## src/rtl/word_scrambler.sv

```systemverilog
// word_scrambler: loads a target word, LFSR-scrambles a working copy, then applies player swaps and flags the solve.
// Build option: define WORD_SCRAMBLER_MOVE_COUNT_EN to include the saturating swapCount_o counter.
module word_scrambler #(
    parameter int LETTER_W        = 5,
    parameter int MAX_LEN         = 8,
    parameter int SCRAMBLE_ROUNDS = 8
) (
    input  logic                        clk_i,
    input  logic                        rst_i,
    input  logic [MAX_LEN*LETTER_W-1:0] wordIn_i,
    input  logic [1:0]                  lettNum_i,
    input  logic                        scramPls_i,
    input  logic                        flipPls_i,
    input  logic [2:0]                  indIn1_i,
    input  logic [2:0]                  indIn2_i,
    input  logic                        abort_i,
    output logic [MAX_LEN*LETTER_W-1:0] lettersOut_o,
    output logic                        busy_o,
    output logic                        isCorrect_o,
    output logic                        idxErr_o,
    output logic [7:0]                  swapCount_o
);

    localparam int IDX_W   = 3;
    localparam int LEN_W   = IDX_W + 1;
    localparam int ROUND_W = 4;

    typedef logic [LETTER_W-1:0] letter_t;

    typedef enum logic [2:0] {
        IDLE,
        LOAD,
        SCRAMBLE,
        CHECK,
        PLAY,
        COMPARE
    } state_t;

    state_t             state_q, state_d;
    letter_t            work_q   [MAX_LEN];
    letter_t            work_d   [MAX_LEN];
    letter_t            target_q [MAX_LEN];
    letter_t            target_d [MAX_LEN];
    logic [LEN_W-1:0]   len_q, len_d;
    logic [1:0]         retry_q, retry_d;
    logic [ROUND_W-1:0] round_q, round_d;
    logic [7:0]         lfsr_q, lfsr_d;
    logic               busy_q, busy_d;
    logic               isCorrect_q, isCorrect_d;
    logic               idxErr_q, idxErr_d;

    logic [LEN_W-1:0]   lenIn;
    logic [IDX_W-1:0]   scrA, scrB, lastIdx;
    logic               flipBad;
    logic               wordsMatch;

    // An out-of-range index wraps once; since len >= 4 and idx <= 7 the result is always in range.
    function automatic logic [IDX_W-1:0] foldIdx(input logic [IDX_W-1:0] idx,
                                                 input logic [LEN_W-1:0] len);
        logic [LEN_W-1:0] wide;
        wide = {1'b0, idx};
        if (wide >= len) begin
            return IDX_W'(wide - len);
        end
        return idx;
    endfunction

    assign lenIn   = (lettNum_i == 2'd3) ? LEN_W'(6) : LEN_W'(lettNum_i) + LEN_W'(4);
    assign scrA    = foldIdx(lfsr_q[2:0], len_q);
    assign scrB    = foldIdx(lfsr_q[5:3], len_q);
    assign lastIdx = IDX_W'(len_q - LEN_W'(1));
    assign flipBad = ({1'b0, indIn1_i} >= len_q) || ({1'b0, indIn2_i} >= len_q) ||
                     (indIn1_i == indIn2_i);

    always_comb begin
        wordsMatch = 1'b1;
        for (int i = 0; i < MAX_LEN; i++) begin
            if ((LEN_W'(i) < len_q) && (work_q[i] != target_q[i])) begin
                wordsMatch = 1'b0;
            end
        end
    end

    always_comb begin
        state_d     = state_q;
        work_d      = work_q;
        target_d    = target_q;
        len_d       = len_q;
        retry_d     = retry_q;
        round_d     = round_q;
        isCorrect_d = 1'b0;
        idxErr_d    = 1'b0;
        busy_d      = 1'b0;
        lfsr_d      = {lfsr_q[6:0], lfsr_q[7] ^ lfsr_q[5] ^ lfsr_q[4] ^ lfsr_q[3]};

        if ((state_q != IDLE) && abort_i) begin
            state_d = IDLE;
        end else begin
            case (state_q)
                IDLE: begin
                    if (scramPls_i) begin
                        for (int i = 0; i < MAX_LEN; i++) begin
                            target_d[i] = (LEN_W'(i) < lenIn) ?
                                          wordIn_i[i*LETTER_W +: LETTER_W] : '0;
                            work_d[i]   = (LEN_W'(i) < lenIn) ?
                                          wordIn_i[i*LETTER_W +: LETTER_W] : '0;
                        end
                        len_d   = lenIn;
                        retry_d = '0;
                        round_d = '0;
                        state_d = LOAD;
                    end
                end
                LOAD: begin
                    state_d = SCRAMBLE;
                end
                SCRAMBLE: begin
                    work_d[scrA] = work_q[scrB];
                    work_d[scrB] = work_q[scrA];
                    round_d      = round_q + ROUND_W'(1);
                    if (round_q == ROUND_W'(SCRAMBLE_ROUNDS - 1)) begin
                        state_d = CHECK;
                    end
                end
                CHECK: begin
                    if (!wordsMatch) begin
                        state_d = PLAY;
                    end else if (retry_q != 2'd3) begin
                        retry_d = retry_q + 2'd1;
                        round_d = '0;
                        state_d = SCRAMBLE;
                    end else begin
                        // Give up on the LFSR and guarantee a visible change when letters differ.
                        work_d[0]       = work_q[lastIdx];
                        work_d[lastIdx] = work_q[0];
                        state_d         = PLAY;
                    end
                end
                PLAY: begin
                    if (flipPls_i) begin
                        if (flipBad) begin
                            idxErr_d = 1'b1;
                        end else begin
                            work_d[indIn1_i] = work_q[indIn2_i];
                            work_d[indIn2_i] = work_q[indIn1_i];
                            state_d          = COMPARE;
                        end
                    end
                end
                COMPARE: begin
                    if (wordsMatch) begin
                        isCorrect_d = 1'b1;
                        state_d     = IDLE;
                    end else begin
                        state_d = PLAY;
                    end
                end
                default: begin
                    state_d = IDLE;
                end
            endcase
        end

        busy_d = (state_d == LOAD) || (state_d == SCRAMBLE) ||
                 (state_d == CHECK) || (state_d == COMPARE);
    end

    always_ff @(posedge clk_i) begin
        if (!rst_i) begin
            state_q     <= IDLE;
            work_q      <= '{default: '0};
            target_q    <= '{default: '0};
            len_q       <= LEN_W'(4);
            retry_q     <= '0;
            round_q     <= '0;
            lfsr_q      <= 8'hA5;
            busy_q      <= 1'b0;
            isCorrect_q <= 1'b0;
            idxErr_q    <= 1'b0;
        end else begin
            state_q     <= state_d;
            work_q      <= work_d;
            target_q    <= target_d;
            len_q       <= len_d;
            retry_q     <= retry_d;
            round_q     <= round_d;
            lfsr_q      <= lfsr_d;
            busy_q      <= busy_d;
            isCorrect_q <= isCorrect_d;
            idxErr_q    <= idxErr_d;
        end
    end

`ifdef WORD_SCRAMBLER_MOVE_COUNT_EN
    logic       cntClear, cntInc;
    logic [7:0] swapCount_q, swapCount_d;

    assign cntClear = (state_q == IDLE) && scramPls_i;
    assign cntInc   = (state_q == PLAY) && !abort_i && flipPls_i && !flipBad;

    always_comb begin
        swapCount_d = swapCount_q;
        if (cntClear) begin
            swapCount_d = '0;
        end else if (cntInc && (swapCount_q != 8'hFF)) begin
            swapCount_d = swapCount_q + 8'd1;
        end
    end

    always_ff @(posedge clk_i) begin
        if (!rst_i) begin
            swapCount_q <= '0;
        end else begin
            swapCount_q <= swapCount_d;
        end
    end

    assign swapCount_o = swapCount_q;
`else
    assign swapCount_o = 8'd0;
`endif

    for (genvar g = 0; g < MAX_LEN; g++) begin : gen_out
        assign lettersOut_o[g*LETTER_W +: LETTER_W] = work_q[g];
    end

    assign busy_o      = busy_q;
    assign isCorrect_o = isCorrect_q;
    assign idxErr_o    = idxErr_q;

endmodule

```

## config.mk

```make
export PLATFORM = sky130hd
export DESIGN_NAME = word_scrambler
export DESIGN_NICKNAME = d
export VERILOG_FILES = /design/src/rtl/word_scrambler.sv
export SDC_FILE = /design/constraint.sdc
export NUM_CORES = 1
export LEC_CHECK = 0
export CAP_MARGIN = 10
export CELL_PAD_IN_SITES_DETAIL_PLACEMENT = 0
export CELL_PAD_IN_SITES_GLOBAL_PLACEMENT = 1
export CORE_AREA = 2 2 149 151
export DETAILED_ROUTE_END_ITERATION = 10
export DIE_AREA = 0 0 151 153
export HOLD_SLACK_MARGIN = 0.03
export PLACE_DENSITY = 0.81
export SYNTH_ARGS = -nofsm -noshare
export SYNTH_HDL_FRONTEND = slang
export SYNTH_SLANG_ARGS = --single-unit
```

## constraint.sdc

```tcl
create_clock -name clk_i -period 4.75 [get_ports clk_i]
set_clock_uncertainty 0.15 [all_clocks]
set_input_delay 0.7125 -clock clk_i [delete_from_list [all_inputs] [get_ports clk_i]]
set_output_delay 0.7125 -clock clk_i [all_outputs]
set_load 0.01 [all_outputs]
```

Word-level counts from Yosys, hierarchy flattened
Cells that the tools add are included.

Register bits after elaboration: 104. Latch bits: 0. Bits in writable memories: 0. Bits in read-only memories: 0. Input bits: 53. Output and inout port bits: 51. Logic and storage cells: 208. Memories kept: 0.

Add/sub/neg operators: 6. $mul: 0. Divide/modulo/power cells: 0. Magnitude comparators: 30. Eq/ne operators: 27. Shifts and indexed selects: 0. Mux-type cells: 78. Bitwise operators: 13. Reduce and logical (&&, ||, !) cells: 30.

Operators by type and width (count): 40-bit bitwise mux (5); 40-bit two-way mux (5); 40-bit one-hot mux with 4 select lines (1); 5-bit two-way mux (23); 5-bit binary-select mux with 3-bit select (5); 5-bit demux with 3-bit select (5); 5-bit inequality test (8); 3-bit two-way mux (12); 3-bit by 4-bit less-than comparator with 1-bit output, first input constant (8); 4-bit >= comparator, second input constant (5); 4-bit by 1-bit less-than comparator with 1-bit output, second input constant (5); 3-bit inverter with 4-bit output (5); 3-bit one-hot mux with 6 select lines (1); 3-bit by 4-bit >= comparator with 1-bit output (4); 1-bit by 4-bit less-than comparator with 1-bit output, first input constant (4); 2-bit by 4-bit less-than comparator with 1-bit output, first input constant (4); 4-bit two-way mux (4); 1-bit logical AND (14); 2-bit inequality test, second input constant (7); 3-bit by 2-bit equality test with 1-bit output, second input constant (4); 1-bit two-way mux (12); 4-bit one-hot mux with 3 select lines (1); 5-bit AND reduction (2); 3-bit equality test, second input constant (3); other kinds (22) (37).

Longest topological paths before layout
Depth in word-level cells: 17. Depth in mapped cells: 15.

Worst setup path before layout
Ideal clock, no wire load.

Path kind: flip-flop to flip-flop. From: reg len_q[1]. To: reg work_q (netlist bit lettersOut_o[8]). Setup time: 0.139 ns. Arrival: 3.042 ns. Required time: 4.461 ns. Setup slack: 1.418 ns. Cell stages (with the launch flop): 13. Path buffers: 2. Clock period less this slack: 3.332 ns. Cell sequence: dfxtp_1 inv_1 fa_1 ha_1 buf_2 a21oi_1 o22a_1 clkbuf_1 mux4_2 mux2i_4 nor2_1 a2111oi_0 o32ai_1.

Cells in the longest elaborated chain, start to end: 12. Elaborated cells between the ends (all ways): 72.

RTL lines: start: declaration (line 44) `logic [LEN_W-1:0] len_q, len_d;`; start signal: assignment (line 184) `len_q <= len_d;`; parallel branches: the longest is 12 deep, another holds 3-bit by 4-bit >= comparator with 1-bit output; end signal: assignment (line 182) `work_q <= work_d;`; end: declaration (line 40) `letter_t work_q [MAX_LEN];`.

Parallel ways; which one is timed is not known. The select of a mux whose other input is x is not followed. A chain may end at the register's enable or synchronous reset.

Final worst setup path
From: in indIn2_i[0]. To: reg work_q (netlist bit lettersOut_o[35]).

Cells in the longest elaborated chain, start to end: 9. Elaborated cells between the ends (all ways): 20.

RTL lines: start: declaration (line 15) `input logic [2:0] indIn2_i,`; 3-bit inverter with 4-bit output (not written as such) (line 144, 145); 4-bit >= comparator (not written as such) (tied with other cells) (line 145) `work_d[indIn2_i] = work_q[indIn1_i];`; 1-bit logical AND (not written as such) or 5-bit two-way mux (tied branches) (line 145, 144); 5-bit two-way mux (on tied branches) (line 145, 144); 5-bit demux with 3-bit select or 40-bit bitwise mux (tied branches) (line 145, 144); 40-bit bitwise mux (line 145); 40-bit two-way mux (line 141) `if (flipBad) begin`; 40-bit two-way mux (line 140) `if (flipPls_i) begin`; 40-bit one-hot mux with 4 select lines (line 99) `case (state_q)`.

Parallel ways exist; a longest one is shown, timed or not. The select of a mux whose other input is x is not followed.

==> out/metrics.yaml <==
clock_tree:
  holdBufCountCts: 0
  clk_latency_ns: 0.37
  root_buffer: "clkbuf_16"
  clk_pin_slew_worst_paths_ns: 0.07
  clock_path_buffers: 2
  cts_tree: "done"
  cts_max_level: 3
  cts_setup_buffers: 0
  cts_buffers: 9
  cts.sinks: 97
  postCtsResizedCells: 0
pwr:
  seq_power_share_pct: 33.2
  power_density_mw_per_mm2: 284
  power_leakage_nw: 3.50
  intPower_mw: 1.70
  sw_frac_of_total_pct: 42.6
  p_clk_share_pct: 25.8
  peakVddDrop_mv: 0.171
  p_total_mw: 2.97
  pwr-share-comb_pct: 41.0
  power_switching_mw: 1.26
routing:
  wl_per_cell_um: 27.3
  via_count: 10032
  drt_pre_antenna_iters: 6
  wl_um: 40200
  post_drt_via_cell_ratio: 6.80
  drt_iter0_drc: 1372
  ant_nets: 0
  drcViolationCount: 0
timing:
  hold_viol_final: 0
  slew_headroom_pct: 15.9
  tightest_slew_ns: 1.25
  rsz0062_at_grt: "false"
  fin_setup_tns_ns: 0
  fmax_mhz: 218
  hold_ws_ns: 0.264
  finalCritPeriodShare_pct: 96.4
  slew_viol_final: 0
  post-route-min-period_ns: 4.58
  fin_ws_ns: 0.172
  setup_viol: 0
placed_design:
  io_buffer_count: 85
  dp_hpwl_um: 28700
  place_ws_ns: 0.0879
  gp_congestion: 1.02
global_routing:
  grt_use_total_pct: 34.7
  antenna_found_initial: 0
  grt_overflow_total: 0
  grt_first_pass_wirelength_um: 60600
  grt_max_degree: 62
  grt_pass1_vias: 9482
worst_setup_path:
  end_kind: "register"
  start_kind: "input pin"
  cp_top_family: "simple AND/OR/NAND/NOR gates"
  path_buf_inv: 2
  critPathKind: "input pin to register"
  cpPeakStageDelay_ns: 1.06
  cp.required_ns: 4.87
  critical_path_arrival_ns: 4.70
  crit_chain: "clkdlybuf4s50_1 -> inv_1 -> ha_1 -> nand2b_1 -> a21oi_1 -> nor2_1 -> nor4_1 -> o221a_2 -> nand4_1 -> o22ai_1"
  crit_slowest_cell: "nor4_1"
  cp_max_fo: 20
final_layout:
  fill_cells: 2144
  drive_gt1_share_pct: 12.6
  seqCellArea_mm2: 0.00194
  multi_input_area_mm2: 0.00642
  area_delta_synth_final_pct: 15.4
  post-route-util_pct: 48.6
  n_antenna_cell: 0
  nets: 1264
synthesis:
  syn_area_per_cell_um2: 7.86
  synth_most_common_cell: "nand2_1"
  synth_area_leader_cell: "dfxtp_1"
  synth_edf_count: 0
  synth_area_leaders: "dfxtp_1 (21%), mux4_2 (6.2%), a21oi_1 (5.0%)"
  ys_seq_area_share_pct: 21.5
  syn_inst: 1151
  synth.top_cell.area_share_pct: 21.5
  synth.distinct_cells: 84
  yosysWarnings: 0
  synthFlopType: "dfxtp_1"
  ys_ff_latch: 97
  syn_area_mm2: 0.00904
  netlist_top_cells_count: "nand2_1 (120), dfxtp_1 (97), a21oi_1 (91)"
  asyncSetResetFlopFracSynth_pct: 0
floorplan:
  die_h_um: 153
  dieWidth_um: 151
  row_count: 54
  design.die.area_mm2: 0.0231
  ios: 104
  core_mm2: 0.0215
  start_util_pct: 42.1
outcome:
  status: "finished, final reports clean"
run:
  cap_violations: 0
hold_path:
  holdCritPathClass: "register to register"
==> metal layers <==
layer  GRT usage (%)  wire [um]  vias to the layer above
met3            9.61       4960                      156
li1                -          -                     4434
met4            17.4       2440                        0
met2            48.8      16300                      700
met5               0          0                        -
met1            48.4      16600                     4742
==> final timing paths <==
path,endpoint,from,cells after the start,slack [ns]
setup / recovery,lettersOut_o[35],indIn2_i[0],10,0.17
hold / removal,lfsr_q[7],lfsr_q[6],1,0.26
setup reg to reg,lettersOut_o[35],len_q[0],9,0.37
hold reg to reg,lfsr_q[7],lfsr_q[6],1,0.26
==> power by group through the flow <==
stage / Sequential [mW] / Clock [mW] / Combinational, mW
floorplan: 0.934 / 0 / 0.728
global placement: 0.996 / 0 / 1.17
detailed placement: 0.996 / 0 / 1.17
CTS: 0.977 / 0.782 / 1.17
global route: 0.986 / 0.812 / 1.28
finish: 0.984 / 0.766 / 1.22
==> registers in the layout (all words and copies together) (netlist names) <==
name,flops
len_q,2
round_q,4
target_q,35
state_q,3
idxErr_o,1
busy_o,1
isCorrect_o,1
lfsr_q,8
retry_q,2
lettersOut_o,40
==> through the flow <==
step / std cells / cell area, um2
finish: 1476 / 10400
global route: 1476 / 10400
CTS: 1476 / 10400
detailed placement: 1460 / 10100
global placement: 1460 / 10100
floorplan: 1158 / 9070
==> cell usage in the layout (no fill, tap or decap), types with 15 or more instances in the layout <==
cell             instances
a211oi_1                19
o21ai_0                 54
dfxtp_1                 97
nand2_1                120
ha_1                    18
o221ai_1                21
o22ai_1                 53
o211ai_1                24
mux2i_1                 43
xnor2_1                 29
clkdlybuf4s50_1         84
nor3_1                  24
o2111ai_1               27
mux4_2                  25
a221oi_1                15
nor2_1                  72
inv_1                   38
nand3_1                 32
a21oi_1                 91
buf_4                   54
==> logic make-up after synthesis <==
logic type,after synthesis,synth area share [%]
AO/OA/AOI/OAI,391,30.4
flip-flops,97,21.5
XOR/XNOR,41,3.97
multiplexers,87,13.9
AND/OR/NAND/NOR,355,19.4
buffers and inverters,159,7.94
other,1,0.0415
adder cells (fa/ha/maj),20,2.93
==> layout make-up <==
class | instances | area share (%)
well taps | 280 | 3.36
repair buffers | 140 | 12.2
flip-flops and latches | 97 | 18.6
multi-input cells | 902 | 61.5
clock inverters | 6 | 0.599
clock buffers | 10 | 2.29
inverters | 41 | 1.47
Power figures use the tool's default switching activity.
